$ cat src/rtl/mem_stage_pkg.sv
// mem_stage_pkg: shared state encoding, widths and access priority
// for the memory stage and its M/W register.
package mem_stage_pkg;

    localparam int DATA_W = 32;
    localparam int REG_W  = 5;
    localparam int CNT_W  = 4;

    typedef enum logic {
        IDLE = 1'b0,
        BUSY = 1'b1
    } state_t;

    // Access kinds in priority order, highest first after OP_NONE.
    typedef enum logic [2:0] {
        OP_NONE = 3'd0,
        OP_IW   = 3'd1,
        OP_SW   = 3'd2,
        OP_ILW  = 3'd3,
        OP_LW   = 3'd4
    } mem_op_t;

    typedef struct packed {
        logic sel;
        logic we;
        logic load;
    } mem_ctl_t;

    function automatic mem_op_t pick_op(
        input logic wimem,
        input logic wmem,
        input logic ilw,
        input logic lw
    );
        mem_op_t op;
        op = OP_NONE;
        if (wimem)
            op = OP_IW;
        else if (wmem)
            op = OP_SW;
        else if (ilw)
            op = OP_ILW;
        else if (lw)
            op = OP_LW;
        return op;
    endfunction

    function automatic mem_ctl_t op_ctl(input mem_op_t op);
        mem_ctl_t c;
        c = '0;
        unique case (op)
            OP_IW:   c = '{sel: 1'b1, we: 1'b1, load: 1'b0};
            OP_SW:   c = '{sel: 1'b0, we: 1'b1, load: 1'b0};
            OP_ILW:  c = '{sel: 1'b1, we: 1'b0, load: 1'b1};
            OP_LW:   c = '{sel: 1'b0, we: 1'b0, load: 1'b1};
            default: c = '0;
        endcase
        return c;
    endfunction

endpackage

$ cat src/rtl/mem_stage_mw_reg.sv
// mw_reg: M/W pipeline register; every cycle it either commits or
// takes a bubble, while the load-data field only moves when enabled.
module mw_reg
    import mem_stage_pkg::*;
(
    input  logic              clock,
    input  logic              reset,
    input  logic              i_commit,
    input  logic              i_d_en,
    input  logic [DATA_W-1:0] i_o,
    input  logic [DATA_W-1:0] i_d,
    input  logic              i_wreg,
    input  logic              i_lw,
    input  logic [REG_W-1:0]  i_rd,
    output logic [DATA_W-1:0] o_o,
    output logic [DATA_W-1:0] o_d,
    output logic              o_wreg,
    output logic              o_lw,
    output logic [REG_W-1:0]  o_rd
);

    always_ff @(posedge clock or posedge reset) begin
        if (reset) begin
            o_o    <= '0;
            o_wreg <= 1'b0;
            o_lw   <= 1'b0;
            o_rd   <= '0;
        end else if (i_commit) begin
            o_o    <= i_o;
            o_wreg <= i_wreg;
            o_lw   <= i_lw;
            o_rd   <= i_rd;
        end else begin
            o_o    <= '0;
            o_wreg <= 1'b0;
            o_lw   <= 1'b0;
            o_rd   <= '0;
        end
    end

    always_ff @(posedge clock or posedge reset) begin
        if (reset)
            o_d <= '0;
        else if (i_d_en)
            o_d <= i_d;
    end

endmodule

$ cat src/rtl/mem_stage.sv
// mem_stage: issues X/M loads/stores on a shared variable-latency
// memory port, stalls upstream while busy, and owns the M/W register.
module mem_stage
    import mem_stage_pkg::*;
#(
    parameter int ADDR_W  = 12,
    parameter int TIMEOUT = 15
) (
    input  logic              clock,
    input  logic              reset,
    input  logic [DATA_W-1:0] oIn,
    input  logic [DATA_W-1:0] dIn,
    input  logic              wMemIn,
    input  logic              wImemIn,
    input  logic              wRegIn,
    input  logic              lwIn,
    input  logic              ilwIn,
    input  logic [REG_W-1:0]  rdIn,
    input  logic [REG_W-1:0]  rsIn,
    output logic              memReq,
    output logic              memSel,
    output logic              memWe,
    output logic [ADDR_W-1:0] memAddr,
    output logic [DATA_W-1:0] memWData,
    input  logic              memAck,
    input  logic [DATA_W-1:0] memRData,
    output logic [DATA_W-1:0] oOut,
    output logic [DATA_W-1:0] dOut,
    output logic              wRegOut,
    output logic              lwOut,
    output logic [REG_W-1:0]  rdOut,
    output logic              stall,
    output logic              timeoutErr
);

    state_t            r_state;
    state_t            w_state_nx;
    logic [CNT_W-1:0]  r_cnt;
    logic [CNT_W-1:0]  w_cnt_nx;
    logic              r_terr;

    logic              r_sel;
    logic              r_we;
    logic              r_load;
    logic              r_lw;
    logic              r_wreg;
    logic [ADDR_W-1:0] r_addr;
    logic [DATA_W-1:0] r_wdata;
    logic [DATA_W-1:0] r_o;
    logic [REG_W-1:0]  r_rd;

    mem_op_t           w_op;
    mem_ctl_t          w_ctl;
    logic              w_is_mem;
    logic              w_busy;
    logic              w_fwd_hit;
    logic [DATA_W-1:0] w_fwd;
    logic [DATA_W-1:0] w_wdata;
    logic              w_tout;

    logic              w_issue;
    logic              w_commit;
    logic              w_d_en;
    logic              w_req;
    logic              w_stall;
    logic              w_set_err;
    logic [DATA_W-1:0] w_c_o;
    logic [DATA_W-1:0] w_c_d;
    logic              w_c_wreg;
    logic              w_c_lw;
    logic [REG_W-1:0]  w_c_rd;

    assign w_op     = pick_op(wImemIn, wMemIn, ilwIn, lwIn);
    assign w_ctl    = op_ctl(w_op);
    assign w_is_mem = (w_op != OP_NONE);
    assign w_busy   = (r_state == BUSY);
    assign w_tout   = (r_cnt == CNT_W'(TIMEOUT));

    // Store data forwarded from the instruction sitting in M/W.
    assign w_fwd_hit = wRegOut && (rdOut != '0) && (rdOut == rsIn);
    assign w_fwd     = lwOut ? dOut : oOut;
    assign w_wdata   = w_fwd_hit ? w_fwd : dIn;

    always_comb begin
        w_state_nx = r_state;
        w_cnt_nx   = r_cnt;
        w_issue    = 1'b0;
        w_commit   = 1'b0;
        w_d_en     = 1'b0;
        w_req      = 1'b0;
        w_stall    = 1'b0;
        w_set_err  = 1'b0;
        w_c_o      = r_o;
        w_c_d      = '0;
        w_c_wreg   = r_wreg;
        w_c_lw     = r_lw;
        w_c_rd     = r_rd;
        unique case (r_state)
            IDLE: begin
                if (w_is_mem) begin
                    w_req      = 1'b1;
                    w_stall    = 1'b1;
                    w_issue    = 1'b1;
                    w_state_nx = BUSY;
                    w_cnt_nx   = '0;
                end else begin
                    w_commit = 1'b1;
                    w_c_o    = oIn;
                    w_c_wreg = wRegIn;
                    w_c_lw   = 1'b0;
                    w_c_rd   = rdIn;
                end
            end
            BUSY: begin
                if (memAck) begin
                    w_req      = 1'b1;
                    w_commit   = 1'b1;
                    w_d_en     = 1'b1;
                    w_c_d      = r_load ? memRData : '0;
                    w_state_nx = IDLE;
                    w_cnt_nx   = '0;
                end else if (w_tout) begin
                    w_commit   = 1'b1;
                    w_d_en     = 1'b1;
                    w_set_err  = 1'b1;
                    w_state_nx = IDLE;
                    w_cnt_nx   = '0;
                end else begin
                    w_req    = 1'b1;
                    w_stall  = 1'b1;
                    w_cnt_nx = r_cnt + 1'b1;
                end
            end
            default: begin
                w_state_nx = IDLE;
            end
        endcase
    end

    always_ff @(posedge clock or posedge reset) begin
        if (reset) begin
            r_state <= IDLE;
            r_cnt   <= '0;
            r_terr  <= 1'b0;
        end else begin
            r_state <= w_state_nx;
            r_cnt   <= w_cnt_nx;
            if (w_set_err)
                r_terr <= 1'b1;
        end
    end

    always_ff @(posedge clock or posedge reset) begin
        if (reset) begin
            r_sel   <= 1'b0;
            r_we    <= 1'b0;
            r_load  <= 1'b0;
            r_lw    <= 1'b0;
            r_wreg  <= 1'b0;
            r_addr  <= '0;
            r_wdata <= '0;
            r_o     <= '0;
            r_rd    <= '0;
        end else if (w_issue) begin
            r_sel   <= w_ctl.sel;
            r_we    <= w_ctl.we;
            r_load  <= w_ctl.load;
            r_lw    <= lwIn | ilwIn;
            r_wreg  <= wRegIn;
            r_addr  <= oIn[ADDR_W-1:0];
            r_wdata <= w_wdata;
            r_o     <= oIn;
            r_rd    <= rdIn;
        end
    end

    mw_reg u_mw_reg (
        .clock    (clock),
        .reset    (reset),
        .i_commit (w_commit),
        .i_d_en   (w_d_en),
        .i_o      (w_c_o),
        .i_d      (w_c_d),
        .i_wreg   (w_c_wreg),
        .i_lw     (w_c_lw),
        .i_rd     (w_c_rd),
        .o_o      (oOut),
        .o_d      (dOut),
        .o_wreg   (wRegOut),
        .o_lw     (lwOut),
        .o_rd     (rdOut)
    );

    // Reset masks the combinational request so it drops mid-cycle.
    assign memReq     = w_req & ~reset;
    assign stall      = w_stall & ~reset;
    assign memSel     = memReq & (w_busy ? r_sel : w_ctl.sel);
    assign memWe      = memReq & (w_busy ? r_we : w_ctl.we);
    assign memAddr    = memReq ? (w_busy ? r_addr : oIn[ADDR_W-1:0]) : '0;
    assign memWData   = memReq ? (w_busy ? r_wdata : w_wdata) : '0;
    assign timeoutErr = r_terr;

endmodule

$ cat config.mk
export PLATFORM = sky130hd
export DESIGN_NAME = mem_stage
export DESIGN_NICKNAME = d
export VERILOG_FILES = /design/src/rtl/mem_stage_pkg.sv /design/src/rtl/mem_stage_mw_reg.sv /design/src/rtl/mem_stage.sv
export SDC_FILE = /design/constraint.sdc
export NUM_CORES = 1
export LEC_CHECK = 0
export BUFFER_PORTS_ARGS = -buffer_cell sky130_fd_sc_hd__buf_2
export CAP_MARGIN = 20
export CORE_ASPECT_RATIO = 0.75
export CORE_MARGIN = 4
export CORE_UTILIZATION = 30
export CTS_CLUSTER_SIZE = 24
export DETAILED_ROUTE_END_ITERATION = 8
export SETUP_SLACK_MARGIN = 0.1
export SLEW_MARGIN = 20
export SYNTH_ARGS = -nofsm -noshare
export SYNTH_HDL_FRONTEND = slang
export SYNTH_HIERARCHICAL = 1
export SYNTH_SLANG_ARGS = --single-unit
$ cat constraint.sdc
create_clock -name clock -period 12.7 [get_ports clock]
set_clock_uncertainty 0.15 [all_clocks]
set_input_delay 2.54 -clock clock [delete_from_list [all_inputs] [get_ports clock]]
set_output_delay 2.54 -clock clock [all_outputs]
set_load 0.05 [all_outputs]
### Word-level counts from Yosys, hierarchy flattened

Cells that the tools add are included.

| storage, ports and cells | value |
|---|---|
| bits in registers | 163 |
| latch bits | 0 |
| RAM bits | 0 |
| bits in read-only memories | 0 |
| input port bits | 114 |
| output and inout bits | 120 |
| logic and storage cells | 82 |
| memories | 0 |

| cells by class | value |
|---|---|
| add/sub/neg operators | 1 |
| $mul | 0 |
| div/mod/pow operators | 0 |
| magnitude comparators | 0 |
| equality and inequality tests | 7 |
| shifts and indexed selects | 0 |
| mux-type cells | 46 |
| bitwise gates (word level) | 7 |
| reduce and logical (&&, ||, !) cells | 4 |

Operators by type and width:

| kind | count |
|---|---|
| $mux 32 | 10 |
| $mux 12 | 2 |
| $mux 1 | 19 |
| $mux 5 | 3 |
| $mux 3 | 4 |
| $mux 4 | 3 |
| $pmux 3 s4 | 1 |
| $pmux 4 s2 | 1 |
| $eq 3x2->1 const B | 2 |
| $pmux 1 s2 | 3 |
| $eq 5x5->1 | 1 |
| $reduce_bool 5->1 | 1 |
| $add 4x1->4 const B | 1 |
| $and 1x1->1 | 4 |
| $eq 4x4->1 const B | 1 |
| $eq 3x1->1 const B | 1 |
| $eq 3x3->1 const B | 1 |
| $reduce_bool 3->1 | 1 |
| $logic_and 1x1->1 | 2 |
| $ne 2x2->1 const B | 1 |
| $not 1->1 | 2 |
| $or 1x1->1 | 1 |

### Longest topological paths before layout

Gate-level depths: netlist (run 1).

| depth | value |
|---|---|
| depth in word-level cells | 9 |
| gate-level depth with buffers | 7 |
| mapped depth without buffers | 5 |

### Hierarchy

The synthesis (run 1) kept the hierarchy.

By module, submodules not included:

| module | times used | cells each | area each (sq um) | sequential area each (sq um) |
|---|---|---|---|---|
| mem_stage | 1 | 549 | 5381.4 | 2001.9 |
| mw_reg | 1 | 151 | 2586.2 | 1776.7 |

### Least setup slack after synthesis (run 1)

No wires, ideal clock.

| timing | value |
|---|---|
| path type | input to output |
| start | input reset |
| end | output memWData[10] |
| data arrival time | 5340 ps |
| required time | 10010 ps |
| slack | 4670 ps |
| stages on the path | 5 |
| buffers on the path | 1 |
| path through | inv_1 -> o211a_1 -> clkbuf_1 -> nand2_1 -> o31ai_1 |

| on the way | value |
|---|---|
| longest elaborated chain between the ends | 3 |

RTL lines:

| item | RTL line | text |
|---|---|---|
| start: declaration | mem_stage.sv:10 | `input logic reset,` |
| $not 1->1 | mem_stage.sv:195 | `assign memReq = w_req & ~reset;` |
| $and 1x1->1 | mem_stage.sv:195 |  |
| $mux 32 | mem_stage.sv:200 | `assign memWData = memReq ? (w_busy ? r_wdata : w_wdata) : '0;` |
| end: declaration | mem_stage.sv:24 | `output logic [DATA_W-1:0] memWData,` |

Every way passes these cells.

### Worst setup path after layout (run 1)

| timing | value |
|---|---|
| start | input wImemIn |
| end | output stall |

| on the way | value |
|---|---|
| longest elaborated chain between the ends | 5 |

RTL lines:

| item | RTL line | text |
|---|---|---|
| start: declaration | mem_stage.sv:14 | `input logic wImemIn,` |
| $mux 3 | mem_stage_pkg.sv:37 | `if (wimem)` |
| $reduce_bool 3->1 | mem_stage.sv:75 | `assign w_is_mem = (w_op != OP_NONE);` |
| $mux 1 | mem_stage.sv:100 | `if (w_is_mem) begin` |
| $pmux 1 s2 | mem_stage.sv:98 | `unique case (r_state)` |
| $and 1x1->1 | mem_stage.sv:196 | `assign stall = w_stall & ~reset;` |
| end: declaration | mem_stage.sv:32 | `output logic stall,` |

Every way passes these cells.

==> flow_metrics.tcl, run 1 <==
set metrics [dict create \
    totalWireLength_um 25600 \
    global_route_usage_sum 0.172 \
    hold_critical_path_endpoint "timeoutErr$_DFFE_PP0P_" \
    effective_utilization_at_floorplan 0.306 \
    cts_num_sinks 151 \
    place.detailed.hpwl_um 18000 \
    timing.reg2reg.setup_slack_ps 9810 \
    finalSetupViolations 0 \
    fin_crit_sh 0.589 \
    antenna_found_initial 6 \
    synth.yosys.warnings 6 \
    cp_common_cell "buf_2" \
    power_share_of_the_clock_group 0.336 \
    postSynth.topFlopCell "dfrtp_1" \
    pwr_density_cell_nw_per_um2 152 \
    drive_above_1_share 0.433 \
    grt_pass1_wl_um 38600 \
    mappedNetlistNets 815 \
    tritoncts "yes" \
    min_period_ps 7480 \
    ios 234 \
    die_area_um2 29300 \
    timing.critical_path.required_ps 10010 \
    drt-initial-drc-count 317 \
    critical_path.cell_chain "buf_2, nor4_1, nor2b_4, buf_4, or2_2, nor2_1, buf_2" \
    main_area_contributors_after_synthesis "dfrtp_1 (47%), mux2_2 (11%), o31ai_1 (6.1%)" \
    wl_met2_um 10800 \
    synth.ff_latch_count 151 \
    postcts_setup_bufs 0 \
    cts-root-to-sink-buffers 2 \
    synth_area_um2 7970 \
    path_delay_family "simple AND/OR/NAND/NOR gates" \
    cts_inserted_buffers 17 \
    path_clk_slew_ps 70 \
    timing.max_cap.violations 0 \
    postLayoutSetupSlackWorst_ps 5220 \
    synth.cells.most_frequent "dfrtp_1 (151), mux2_2 (78), nand2_1 (74), and2_1 (72), o31ai_1 (65)" \
    max_clock_freq_mhz 134 \
    globalRoute.totalOverflow 0 \
    critPathArrivalTime_ps 4790 \
    filler_cell_count 2621 \
    multi_input_comb_area_um2 3830 \
    numPortBuffers 233 \
    timing_worst_slew_pin_value_ps 1080 \
    yosysMostFrequentCell "dfrtp_1" \
    post_route_insts_no_fill 1260 \
    ctsHtreeMaxLevel 4 \
    syn_to_final_growth_pct 24.2 \
    final-hold-violation-count 0 \
    number_of_vias_per_cell 4.91 \
    postSynth.asyncResetShare 1.00 \
    final_nets 1017 \
    critical_path.startpoint_type "primary input" \
    placementRows 51 \
    detailed_router_iteration_count_before_antenna_repair 6 \
    placement.setup.worst_slack_ps 5120 \
    hold_start "timeoutErr$_DFFE_PP0P_" \
    pwr-share-comb 0.271 \
    cp.depth 7 \
    setup_repair_after_global_routing_missed_its_margin "false" \
    reg2reg_to "u_mw_reg/o_o[4]$_DFF_PP0_" \
    chipHeight_um 149 \
    clk_root_buffer_cell "clkbuf_16" \
    route.detailed.wl_per_inst_um 20.3 \
    static-leakage-power_nw 4.81 \
    crit_path_max_incr_delay_ps 610 \
    postRouteAntennaNets 0 \
    syn-instance-count 700 \
    ys_types 41 \
    critPathBufInv 3 \
    post-route-drc-count 0 \
    post_cts.resized_instances 0 \
    power_mw 1.50 \
    synth_enable_flop_cells 0 \
    numPlacedInstances 1227 \
    switchingPower_mw 0.546 \
    critical_path_peak_fanout 45 \
    post_cts_hold_buffer_count 0 \
    switching_share 0.363 \
    endpoint_kind "output port" \
    max_vdd_drop_mv 0.0888 \
    route.met3.wl_um 1500 \
    synth_top_cell_by_area "dfrtp_1" \
    die-width_um 196 \
    placeableCoreArea_um2 26000 \
    rd_place_congestion 0.823 \
    power_report.internal_total_mw 0.958 \
    ff_latch_area_um2 3780 \
    run_status "complete, no violations" \
    worst-r2r-cell-count 5 \
    vias_in_the_first_global_route 6107 \
    area_share_of_the_largest_cell_type_after_synthesis 0.474 \
    hold_depth 1 \
    relSlewSlack 0.281 \
    wl_met1_um 13000 \
    synth.avg_cell_area_um2 11.4 \
    fin_tns_setup_ps 0 \
    seqPwrFrac 0.393 \
    critical_path.slowest_cell "or2_2" \
    hp-class "reg -> reg" \
    insertion_delay_ps 430 \
    number_of_max_slew_violations_in_the_final_report 0 \
    seq_area_frac_synth 0.474 \
    path_class "in -> out" \
    worst_r2r_startpoint "r_state$_DFF_PP0_" \
    top_layer "met5" \
    grt_max_degree 69 \
    detailroute.via_count 6192 \
]
## power by group through the flow
stage          Sequential (mW)  Clock, mW  Combinational, mW
2_1_floorplan            0.654          0              0.239
3_5_place_dp             0.600          0              0.411
4_1_cts                  0.591      0.520              0.412
5_1_grt                  0.599      0.541              0.437
6_report                 0.591      0.506              0.408
3_3_place_gp             0.598          0              0.408
## cells by family after synthesis
group,share of synthesized area
AOI/OAI and AO/OA,0.101
xor gates and xnor gates,0.00440
DFF,0.474
and+or+nand+nor,0.150
adders and majority gates,0.00157
buffers and inverters,0.0471
muxes,0.222
## metrics by stage
stage	area, um2	utilization	hold WS (ps)
4_1_cts	9890	0.380	326
2_1_floorplan	7970	-	288
6_report	9900	0.380	324
3_5_place_dp	9310	0.358	309
3_3_place_gp	9310	0.358	303
5_1_grt	9900	0.380	341
## registers in the layout, indices dropped and copies added (netlist names), 4 cells and up
register / count
r_o: 21
r_rd: 5
u_mw_reg/o_d: 32
r_wdata: 32
r_cnt: 4
u_mw_reg/o_rd: 5
r_addr: 11
u_mw_reg/o_o: 32
## routing by layer
| metal | vias up | GRT usage |
|---|---|---|
| met5 | - | 0 |
| met2 | 181 | 0.243 |
| met4 | 8 | 0.0345 |
| met3 | 19 | 0.0461 |
| met1 | 3065 | 0.264 |
| li1 | 2919 | - |
## worst max path at each step
| stage | slack, ps | end | startpoint |
|---|---|---|---|
| after floorplan | 4670 | memWData[10] | reset |
| after global placement | 5270 | stall | wImemIn |
| after detailed placement | 5120 | stall | wImemIn |
| after CTS | 5140 | stall | wImemIn |
| after global routing | 4940 | stall | wImemIn |
| final | 5220 | stall | wImemIn |
## layout make-up
cell class / count / share of cell area
repair buffers: 244 / 0.126
well taps: 344 / 0.0435
inverters: 5 / 0.00215
multi-input cells: 483 / 0.387
flip-flops and latches: 151 / 0.382
diodes: 1 / 0.000253
clock buffers: 19 / 0.0448
clock inverters: 13 / 0.0138
## layout by cell type (no fill, tap or decap), drive strengths merged, types with 2 or more instances in the layout
cell type	netlist	layout
a21oi	3	3
a31oi	32	32
and2	72	72
and3	2	2
and4	32	32
buf	33	244
clkbuf	28	19
clkinv	0	5
clkinvlp	0	3
dfrtp	151	151
inv	5	9
mux2	108	108
mux2i	44	44
nand2	74	74
nor2	16	16
nor2b	4	4
nor4	2	2
o21ai	6	6
o21bai	3	3
o31ai	65	65
or2	4	4
or3	2	2
xor2	3	3
## worst reg2reg max path, cell delays in order (launching register included)
cell,delay [ps]
dfrtp_1,650
buf_4,320
o21a_2,170
buf_4,520
or2_2,680
and2_1,320
Note: power is estimated with default switching activity, not from simulation.
==> inputs of run 2 (changes only) <==
==> constraint.sdc (replaced) <==
create_clock -name clock -period 6.5 [get_ports clock]
set_clock_uncertainty 0.15 [all_clocks]
set_input_delay 1.3 -clock clock [delete_from_list [all_inputs] [get_ports clock]]
set_output_delay 1.3 -clock clock [all_outputs]
set_load 0.05 [all_outputs]
==> run 2 against run 1 <==
Compared with the run above:
- setup slack got worse by 3600 ps
- total power increased by 100%
- sequential cell count is the same
- die area is the same
- critical path depth fell by 1
- combinational power grew 95%
- worst hold slack improved by 3.6 ps
- global-route usage is 0.30 points higher
- cell count increased by 0.40%
- largest cell class unchanged
- highest routed layer unchanged
==> flow_metrics.tcl, run 2 (synthesized netlist as in run 1, its figures left out) <==
set metrics [dict create \
    run_status "complete, no violations" \
    hp-class "reg -> reg" \
    vias_in_the_first_global_route 6118 \
    reg2reg_to "u_mw_reg/o_o[4]$_DFF_PP0_" \
    setup_repair_after_global_routing_missed_its_margin "false" \
    layout.core_utilization 0.384 \
    placement.setup.worst_slack_ps 1640 \
    top_regs "r_wdata: 32 flops, u_mw_reg/o_d: 32 flops, u_mw_reg/o_o: 32 flops" \
    clk_root_buffer_cell "clkbuf_16" \
    critical_path.startpoint_type "primary input" \
    placementRows 51 \
    critPathBufInv 3 \
    rd_place_congestion 0.840 \
    filler_cell_count 2625 \
    antenna_found_initial 10 \
    hold_ws_ps 328 \
    syn_to_final_growth_pct 25.4 \
    min_period_ps 4880 \
    static-leakage-power_nw 4.85 \
    timing.max_cap.violations 0 \
    post_cts_hold_buffer_count 0 \
    path_class "in -> out" \
    cts-root-to-sink-buffers 2 \
    postLayoutSetupSlackWorst_ps 1620 \
    cp_common_cell "buf_2" \
    drive_above_1_share 0.435 \
    postRouteAntennaNets 0 \
    route.detailed.wl_per_inst_um 20.5 \
    relSlewSlack 0.268 \
    path_clk_slew_ps 70 \
    numPortBuffers 233 \
    placeableCoreArea_um2 26000 \
    timing.critical_path.required_ps 5050 \
    tritoncts "yes" \
    postcts_setup_bufs 0 \
    hold_critical_path_endpoint "r_wdata[2]$_DFFE_PP0P_" \
    critical_path_peak_fanout 21 \
    grt_max_degree 65 \
    critical_path.cell_chain "buf_2, nor4_1, or3_1, buf_4, o31ai_1, buf_2" \
    effective_utilization_at_floorplan 0.306 \
    fin_crit_sh 0.750 \
    drt-initial-drc-count 379 \
    chipHeight_um 149 \
    design_area_um2 9990 \
    totalWireLength_um 25900 \
    fin_tns_setup_ps 0 \
    die-width_um 196 \
    final_nets 1020 \
    insertion_delay_ps 430 \
    critPathArrivalTime_ps 3430 \
    cts_inserted_buffers 17 \
    die_area_um2 29300 \
    worst_r2r_startpoint "r_state$_DFF_PP0_" \
    detailroute.via_count 6308 \
    pwr_density_cell_nw_per_um2 305 \
    endpoint_kind "output port" \
    max_vdd_drop_mv 0.185 \
    detailed_router_iteration_count_before_antenna_repair 4 \
    place_area_um2 9340 \
    grt_pass1_wl_um 39100 \
    layout.cells.most_common_list "buf_2 (233), dfrtp_1 (150), mux2_2 (78)" \
    max_clock_freq_mhz 205 \
    number_of_vias_per_cell 4.99 \
    post_route_insts_no_fill 1265 \
    global_route_usage_sum 0.175 \
    place.detailed.hpwl_um 18200 \
    final-hold-violation-count 0 \
    post_cts.resized_instances 0 \
    worst-r2r-cell-count 6 \
    timing.reg2reg.setup_slack_ps 3650 \
    post-route-drc-count 0 \
    path_delay_family "simple AND/OR/NAND/NOR gates" \
    critical_path.slowest_cell "or3_1" \
    crit_path_max_incr_delay_ps 900 \
    number_of_max_slew_violations_in_the_final_report 0 \
    numPlacedInstances 1230 \
    globalRoute.totalOverflow 0 \
    most_common_cell_after_layout_fill_and_taps_aside "buf_2" \
    power_mw 3.05 \
    ios 234 \
    finalSetupViolations 0 \
    hold_start "r_wdata[2]$_DFFE_PP0P_" \
    ctsHtreeMaxLevel 4 \
    cts_num_sinks 151 \
    timing_worst_slew_pin_value_ps 1100 \
    hold_depth 2 \
]
-- run 2: where the power goes --
group	internal, mW	switching [mW]
sequential	1.06	0.0953
combinational	0.263	0.533
clock	0.671	0.427
total	2.00	1.06
-- run 2: area by class of cell --
type	count	area [um2]	area share
Antenna cell	3	7.51	0.000751
Clock inverter	12	189	0.0189
Timing Repair Buffer	247	1270	0.127
Sequential cell	151	3780	0.378
Tap cell	344	430	0.0431
Inverter	5	21.3	0.00213
Clock buffer	20	457	0.0457
Multi-Input combinational cell	483	3830	0.384
-- run 2: worst max-delay path by stage --
stage,from,endpoint,slack [ps],depth (start not counted)
finish,wImemIn,memWData[25],1620,6
global route,rsIn[0],memWData[0],1440,7
CTS,rsIn[0],memWData[0],1640,7
detailed placement,rsIn[0],memWData[0],1640,7
global placement,rsIn[2],memWData[28],1690,7
floorplan,reset,memWData[10],950,5
-- run 2: routing by layer --
metal | track usage | part of all wire | wire (um)
met1 | 0.276 | 0.51 | 13200
met2 | 0.232 | 0.41 | 10600
met3 | 0.0537 | 0.066 | 1700
met4 | 0.0373 | 0.012 | 300
met5 | 0 | 0.0042 | 108
-- run 2: worst register-to-register path, cell delays in order (launching register included) --
cell and delay (ps):
dfrtp_1 730, buf_4 340, o21a_2 160, buf_4 510
or2_2 230, buf_4 340, and2_1 300
